### src/rtl/servo_motion_ctrl.sv
// servo_motion_ctrl
//   Sequencing and arbitration front-end for the hobby-servo PWM generator.
//   Two requesters (A, B) submit target angle codes. A round-robin arbiter
//   grants one at a time. The 2-bit angle code then walks toward the target
//   one step per PWM frame boundary, with a dwell of DWELL_FRAMES frames
//   after every step.
//
// Ports
//   clk           system clock
//   rst_n         asynchronous active-low reset
//   req_a/req_b   level requests, held by the requester until its grant
//   angle_a/_b    target angle codes, sampled when the grant is issued
//   gnt_a/gnt_b   one-cycle grant pulses
//   abort         synchronous abort of the move in progress
//   angle_select  registered angle code to the PWM generator
//   frame_tick    one-cycle pulse on the last cycle of each PWM frame
//   busy          high while a command is in progress
//   done          one-cycle pulse when the target has been reached
module servo_motion_ctrl #(
   parameter int unsigned FRAME_CYCLES = 500001,
   parameter int unsigned DWELL_FRAMES = 25,
   parameter logic [1:0]  HOME_ANGLE   = 2'b00
) (
   input  logic       clk,
   input  logic       rst_n,
   input  logic       req_a,
   input  logic [1:0] angle_a,
   output logic       gnt_a,
   input  logic       req_b,
   input  logic [1:0] angle_b,
   output logic       gnt_b,
   input  logic       abort,
   output logic [1:0] angle_select,
   output logic       frame_tick,
   output logic       busy,
   output logic       done
);

   localparam int unsigned FW = (FRAME_CYCLES > 1) ? $clog2(FRAME_CYCLES) : 1;
   localparam int unsigned DW = $clog2(DWELL_FRAMES + 1);
   localparam logic [FW-1:0] FRAME_LAST = FW'(FRAME_CYCLES - 1);
   localparam logic [DW-1:0] DWELL_LOAD = DW'(DWELL_FRAMES);

   typedef enum logic [1:0] {
      IDLE,
      MOVE,
      DWELL
   } state_t;

   state_t        state, state_nxt;
   logic [FW-1:0] frame_cnt, frame_cnt_nxt;
   logic [DW-1:0] dwell_cnt, dwell_nxt;
   logic [1:0]    target, target_nxt;
   logic [1:0]    angle_nxt;
   logic          last_grant_b, last_grant_b_nxt;
   logic          gnt_a_nxt, gnt_b_nxt, done_nxt, busy_nxt;

   // Free-running frame timer. frame_tick is registered from the next count
   // so that it is high exactly while the counter holds FRAME_CYCLES-1.
   always_comb begin
      frame_cnt_nxt = (frame_cnt == FRAME_LAST) ? '0 : frame_cnt + FW'(1);
   end

   always_ff @(posedge clk or negedge rst_n) begin
      if (!rst_n) begin
         frame_cnt  <= '0;
         frame_tick <= 1'b0;
      end else begin
         frame_cnt  <= frame_cnt_nxt;
         frame_tick <= (frame_cnt_nxt == FRAME_LAST);
      end
   end

   // Next-state and next-output logic; every output is registered below.
   always_comb begin
      state_nxt        = state;
      angle_nxt        = angle_select;
      target_nxt       = target;
      dwell_nxt        = dwell_cnt;
      last_grant_b_nxt = last_grant_b;
      gnt_a_nxt        = 1'b0;
      gnt_b_nxt        = 1'b0;
      done_nxt         = 1'b0;

      case (state)
         IDLE: begin
            // Round-robin: on contention the requester not granted last wins.
            if (req_a && (!req_b || last_grant_b)) begin
               gnt_a_nxt        = 1'b1;
               target_nxt       = angle_a;
               last_grant_b_nxt = 1'b0;
               state_nxt        = MOVE;
            end else if (req_b) begin
               gnt_b_nxt        = 1'b1;
               target_nxt       = angle_b;
               last_grant_b_nxt = 1'b1;
               state_nxt        = MOVE;
            end
         end

         MOVE: begin
            if (abort) begin
               dwell_nxt = '0;
               state_nxt = IDLE;
            end else if (frame_tick) begin
               if (angle_select == target) begin
                  done_nxt  = 1'b1;
                  state_nxt = IDLE;
               end else begin
                  // Direction always points at the target, so no wrap.
                  angle_nxt = (target > angle_select) ? angle_select + 2'd1
                                                      : angle_select - 2'd1;
                  dwell_nxt = DWELL_LOAD;
                  state_nxt = DWELL;
               end
            end
         end

         DWELL: begin
            if (abort) begin
               dwell_nxt = '0;
               state_nxt = IDLE;
            end else if (frame_tick) begin
               dwell_nxt = dwell_cnt - DW'(1);
               if (dwell_cnt == DW'(1)) begin
                  state_nxt = MOVE;
               end
            end
         end

         default: begin
            dwell_nxt = '0;
            state_nxt = IDLE;
         end
      endcase

      busy_nxt = (state_nxt != IDLE);
   end

   always_ff @(posedge clk or negedge rst_n) begin
      if (!rst_n) begin
         state        <= IDLE;
         angle_select <= HOME_ANGLE;
         target       <= HOME_ANGLE;
         dwell_cnt    <= '0;
         last_grant_b <= 1'b1;
         gnt_a        <= 1'b0;
         gnt_b        <= 1'b0;
         done         <= 1'b0;
         busy         <= 1'b0;
      end else begin
         state        <= state_nxt;
         angle_select <= angle_nxt;
         target       <= target_nxt;
         dwell_cnt    <= dwell_nxt;
         last_grant_b <= last_grant_b_nxt;
         gnt_a        <= gnt_a_nxt;
         gnt_b        <= gnt_b_nxt;
         done         <= done_nxt;
         busy         <= busy_nxt;
      end
   end

endmodule

### config.mk
export PLATFORM = sky130hd
export DESIGN_NAME = servo_motion_ctrl
export DESIGN_NICKNAME = d
export VERILOG_FILES = /design/src/rtl/servo_motion_ctrl.sv
export SDC_FILE = /design/constraint.sdc
export NUM_CORES = 1
export LEC_CHECK = 0
export CAP_MARGIN = 20
export CORE_ASPECT_RATIO = 0.9
export CORE_UTILIZATION = 31
export DETAILED_ROUTE_END_ITERATION = 7
export GPL_TIMING_DRIVEN = 0
export PLACE_DENSITY = 0.57
export SYNTH_ARGS = -nofsm -noshare
export SYNTH_HDL_FRONTEND = slang
export SYNTH_SLANG_ARGS = --single-unit
### constraint.sdc
create_clock -name clk -period 6.5 [get_ports clk]
set_input_delay 1.3 -clock clk [delete_from_list [all_inputs] [get_ports clk]]
set_output_delay 1.3 -clock clk [all_outputs]
set_load 0.005 [all_outputs]
Word-level counts from Yosys, hierarchy flattened
Cells that the tools add are included.

word-level totals
  word-level logic and storage cells = 67
  output and inout port bits = 7
  bits in registers = 36
  input bits = 9

cells by class
  equality and inequality tests = 9
  $add $sub $neg = 4
  bitwise gates (word level) = 3
  muxes and demuxes = 30
  $lt $le $gt $ge = 1
  reductions and logical operators = 9

operator list
  cell                   number
  $eq 19x19->1 const B   2
  $mux 5                 5
  $mux 2                 11
  $add 19x1->19 const B  1
  $mux 19                1
  $pmux 5 s3             1
  $mux 1                 11
  $ne 3x3->1 const B     3
  $reduce_and 4->1       2
  $pmux 2 s3             1
  $eq 5x1->1 const B     1
  $sub 5x1->5 const B    1
  $reduce_bool 2->1      2
  $not 1->1              3
  $add 2x1->2 const B    1
  $eq 2x1->1 const B     1
  $eq 2x2->1             1
  $eq 2x2->1 const B     1
  $gt 2x2->1             1
  $logic_not 2->1        1
  $reduce_and 2->1       1
  $sub 2x1->2 const B    1
  $logic_and 1x1->1      1
  $logic_not 1->1        1
  $logic_or 1x1->1       1

Depth between registers and ports, before layout
  depth in word-level cells = 6
  mapped depth = 9
  gate-level depth less buffers = 8

Worst setup path before layout
OpenSTA, ideal clock, no wires.

  path type = in2reg
  start point = input port req_b
  end point = register busy
  required time = 6.373 ns
  setup slack = 4.216 ns
  cell stages on the path = 5
  setup time = 0.127 ns
  buffers on the path = 0
  arrival = 2.156 ns
  cell sequence = o21ai_0 o21ai_0 a21oi_1 nor2_1 or2_2

between the ends
  word-level cells in the longest chain between the ends = 6
  elaborated cells on any way between the ends = 7
  those cells by class = mux: 3; reduce/logical: 4

RTL lines
  what                    line  source
  start, declared         29    input logic req_b,
  $logic_not 1->1         88    if (req_a && (!req_b || last_grant_b)) begin
  $logic_or 1x1->1        88
  $logic_and 1x1->1       88
  $mux 2 (*)              88
  $pmux 2 s3 (*)          85    case (state)
  named net state_nxt[0]  50    state_t state, state_nxt;
  $reduce_bool 2->1 (*)   137   busy_nxt = (state_nxt != IDLE);
  named net busy_nxt      56    logic gnt_a_nxt, gnt_b_nxt, done_nxt, busy_nxt;
  end signal, assigned    160   busy <= busy_nxt;
  end, declared           35    output logic busy,

The timed path passes the listed nets; every way through them passes the cells marked *.
A chain may end at the register's enable or synchronous reset.

Worst setup path in the final report
Ends and elaborated chain as after synthesis.

==> metrics.log <==
[metrics] vias in the first global route: roughly 1500
[metrics] power per cell area: 242 nW/um^2
[metrics] post-synthesis cell type with the largest combined area: dfrtp_1
[metrics] GRT Resource Usage Total: 0.132
[metrics] fraction of final layout cells sized beyond drive strength 1: 0.109
[metrics] worst vdd rail ir drop: between 70 and 80 uV
[metrics] switching share of power: 0.283
[metrics] status: finished clean
[metrics] routed wirelength normalized by instance count: around 12 um
[metrics] number of warnings reported in the yosys synthesis log: 0
[metrics] share of total power in sequential cells: 0.451
[metrics] routability congestion estimate from global placement: 0.807
[metrics] top_reg_cell synth: dfrtp_1
[metrics] chain of cells forming the critical path: clkdlybuf4s50_1, o21ai_0, o21ai_0, a21oi_1, nor2_1, or2_2
[metrics] level count of the clock H-tree: 2
[metrics] portion of the post-synthesis area used by sequential elements: 0.439
[metrics] Die Span X: 87.8 um
[metrics] area taken by multi-input logic gates: between 1000 and 1500 sq um
[metrics] Max stage delay on crit path: 0.46 ns
[metrics] detailed-route wire length: between 4000 and 5000 um
[metrics] number of setup violations in the final report: 0
[metrics] crit end category: flop
[metrics] Fmax: about 370 MHz
[metrics] launching element type of the critical path: input port
[metrics] Fin. Hold Viols: 0
[metrics] clock latency of the later-clocked register in the worst-skew pair: 0.29 ns
[metrics] number of different library cells in the post-synthesis netlist: 49
[metrics] cell type of the slowest stage on the worst timing path: clkdlybuf4s50_1
[metrics] Syn Nets: 234
[metrics] antenna violations before repair: 0
[metrics] clk_skew: 0.00581 ns
[metrics] fraction of registers with async set/reset: 1.00
[metrics] Antenna Violating Nets Remaining: 0
[metrics] number of antenna repair diodes: 0
[metrics] Num CTS Buffers: 5
[metrics] cell internal pwr: 419 uW
[metrics] number of nets at the end of the flow: 256
[metrics] RSZ-0062 raised after global routing: no
[metrics] Post-Synthesis Cell Area: 2060 sq um
[metrics] slew of the pin with the lowest slew margin: approximately 0.80 ns
[metrics] Reg clk slew, reported paths: 0.08 ns
[metrics] arrival time reported for the critical path endpoint: 2.86 ns
[metrics] input/output buffers: 15
[metrics] Final Core Density: 0.387
[metrics] Mean Syn Cell Area: ~9.6 sq um
[metrics] count of hold buffers inserted by post-cts repair: 0
[metrics] DRC violation total after the first TritonRoute iteration: 50
[metrics] instance area after placement: between 2000 and 2500 sq um
[metrics] number of cells produced by synthesis: 215
[metrics] final standard cell area without fillers: between 2000 and 2500 sq um
[metrics] clock sink count: 36
[metrics] GRT overflow: 0
[metrics] Resized Gates After CTS: 0
[metrics] most used cell along the critical path: o21ai_0
[metrics] post-DP HPWL: 2880 um
[metrics] setup TNS after final layout: 0 ns
[metrics] Tightest Hold Check Type: reg -> reg
[metrics] Pre-Repair DR Iteration Count: 4
[metrics] net load switching power: between 150 and 200 uW
[metrics] area growth from synthesis to layout: 17.6%
[metrics] MaxCap Viol Count: 0
[metrics] Worst Path Buf+Inv: 1
[metrics] routed via count: 1554
[metrics] CP delay by family, top: compound AO/OA/AOI/OAI gates
[metrics] top cells by area, synth: dfrtp_1 43%, ha_1 6.1%, nor2_1 4.7%
[metrics] maximum buffer depth of the clock tree: 2
[metrics] max_slew headroom: 0.464
[metrics] Sequential cell area: between 900 and 1000 sq um
[metrics] clock tree from TritonCTS: done
[metrics] site row count: 27
[metrics] flip-flop and latch count after synthesis: 36
[metrics] top cell type's share of synthesized area: 0.426
[metrics] clock power share: 0.333
[metrics] number of flops mapped to enable cells by yosys: 0
[metrics] DRC errors left: 0
[metrics] number of fill cells: about 630
[metrics] # Post-CTS Setup Buffers: 0
[metrics] area of the die: 6960 sq um
[metrics] worst setup timing slack at the placement stage: 3.49 ns
[metrics] maximum number of pins on one net before global-route repair: 37
[metrics] initial cell density of the core: 0.329
[metrics] Worst Setup Slack, final: 3.81 ns
[metrics] final worst-path cycle share: 0.413
[metrics] detail-routed via count per cell: 4.78
[metrics] required arrival time at the worst endpoint: 6.67 ns
[metrics] leakage: between 0.001 and 0.0015 uW
[metrics] worst-path fanout max: 5
[metrics] core area: around 6200 sq um
[metrics] IO Count: 16
[metrics] Final min period: 2.69 ns
[metrics] critical path class: in -> reg
[metrics] Vert. Die Dim: 79.3 um
[metrics] Clock Root Buffer: clkbuf_8
[metrics] Max Slew Vio Count: 0
[metrics] global-route wire length before repair: 7060 um
[metrics] logic gate share of total power: 0.216
[final cells by class]
cell class,instances,share of cell area
multi-input cells,161,0.442
inverters,14,0.0217
clock buffers,6,0.0300
repair buffers,15,0.0600
clock inverters,2,0.0145
well taps,87,0.0450
plain buffers,4,0.0140
flip-flops and latches,36,0.373
[cell usage in the layout (no fill, tap or decap), types with 2 or more instances in the layout]
cell and instances:
mux2i_1 2, nand2b_1 4, o21ai_0 14, nor3_1 5, ha_1 10, a31oi_1 3
clkbuf_8 5, a21oi_1 11, or3_1 2, nor2b_1 3, nor2_1 26, clkbuf_1 2
inv_1 14, and3_1 3, buf_6 2, clkdlybuf4s50_1 14, dfrtp_1 35, nand3_1 11
xor2_1 10, nand2_1 16, nand4_1 3, xnor2_1 11
[synth_stat cells (all sizes together) (2+ instances only)]
cell / number
nor2b: 3
nand2b: 4
and2: 2
inv: 14
xnor2: 11
buf: 3
or3: 3
nand2: 16
dfrtp: 35
and3: 5
nor2: 26
ha: 10
nor3: 6
mux2i: 2
a31oi: 3
nand3: 13
nand4: 3
a21oi: 11
xor2: 10
o21ai: 14
[worst reg2reg max path, delay by kind of cell, from the launching register on]
kind | cells | cell delay [ns]
simple gates | 4 | 0.79
flops | 1 | 0.43
fa+ha+maj | 1 | 0.28
compound gates | 2 | 0.82
[worst paths after layout]
kind / startpoint / endpoint / slack (ns) / cells after the start
setup / recovery: req_b / busy / 3.81 / 6
hold / removal: angle_select[1] / angle_select[1] / 0.50 / 1
setup reg to reg: frame_cnt[1] / frame_tick / 4.07 / 7
hold reg to reg: angle_select[1] / angle_select[1] / 0.50 / 1
max in group asynchronous: rst_n / frame_cnt[13] / 4.89 / 1
min in group asynchronous: rst_n / target[1] / 1.10 / 1
[logic make-up (layout without fill, tap and decap cells)]
kind of cell,after synthesis,count (layout),synth area share
buf+inv,18,41,0.0420
flops,36,36,0.439
fa+ha+maj,10,10,0.0609
simple gates,90,90,0.243
xor+xnor,21,21,0.0895
mux,2,2,0.00974
compound gates,38,38,0.116
[metrics by stage]
| stage | instances | total power, uW | hold slack (ns) |
|---|---|---|---|
| floorplan | 215 | 351 | 0.450 |
| CTS | 325 | 597 | 0.501 |
| global route | 325 | 629 | 0.508 |
| global placement | 317 | 395 | 0.472 |
| detailed placement | 317 | 398 | 0.487 |
| finish | 325 | 585 | 0.496 |
[flip-flops by register name (all words and copies together) (netlist names)]
name          flops
dwell_cnt         5
target            2
done              1
frame_cnt        19
frame_tick        1
busy              1
gnt_b             1
state             2
angle_select      2
gnt_a             1
last_grant_b      1
[layer usage]
| layer | share of wire | global-route usage | vias to the layer above |
|---|---|---|---|
| met5 | 0 | 0 | - |
| met4 | 0.012 | 0.0443 | 0 |
| met2 | 0.46 | 0.217 | 20 |
| met1 | 0.48 | 0.166 | 740 |
| li1 | - | - | 789 |
| met3 | 0.042 | 0.0364 | 5 |
[power groups by stage]
| stage | sequential, uW | clock [uW] | combinational (uW) |
|---|---|---|---|
| CTS | 264 | 203 | 130 |
| finish | 264 | 195 | 127 |
| global route | 268 | 213 | 148 |
| global placement | 269 | 0 | 127 |
| floorplan | 266 | 0 | 85.1 |
| detailed placement | 268 | 0 | 129 |
(Power assumes the default switching activity.)
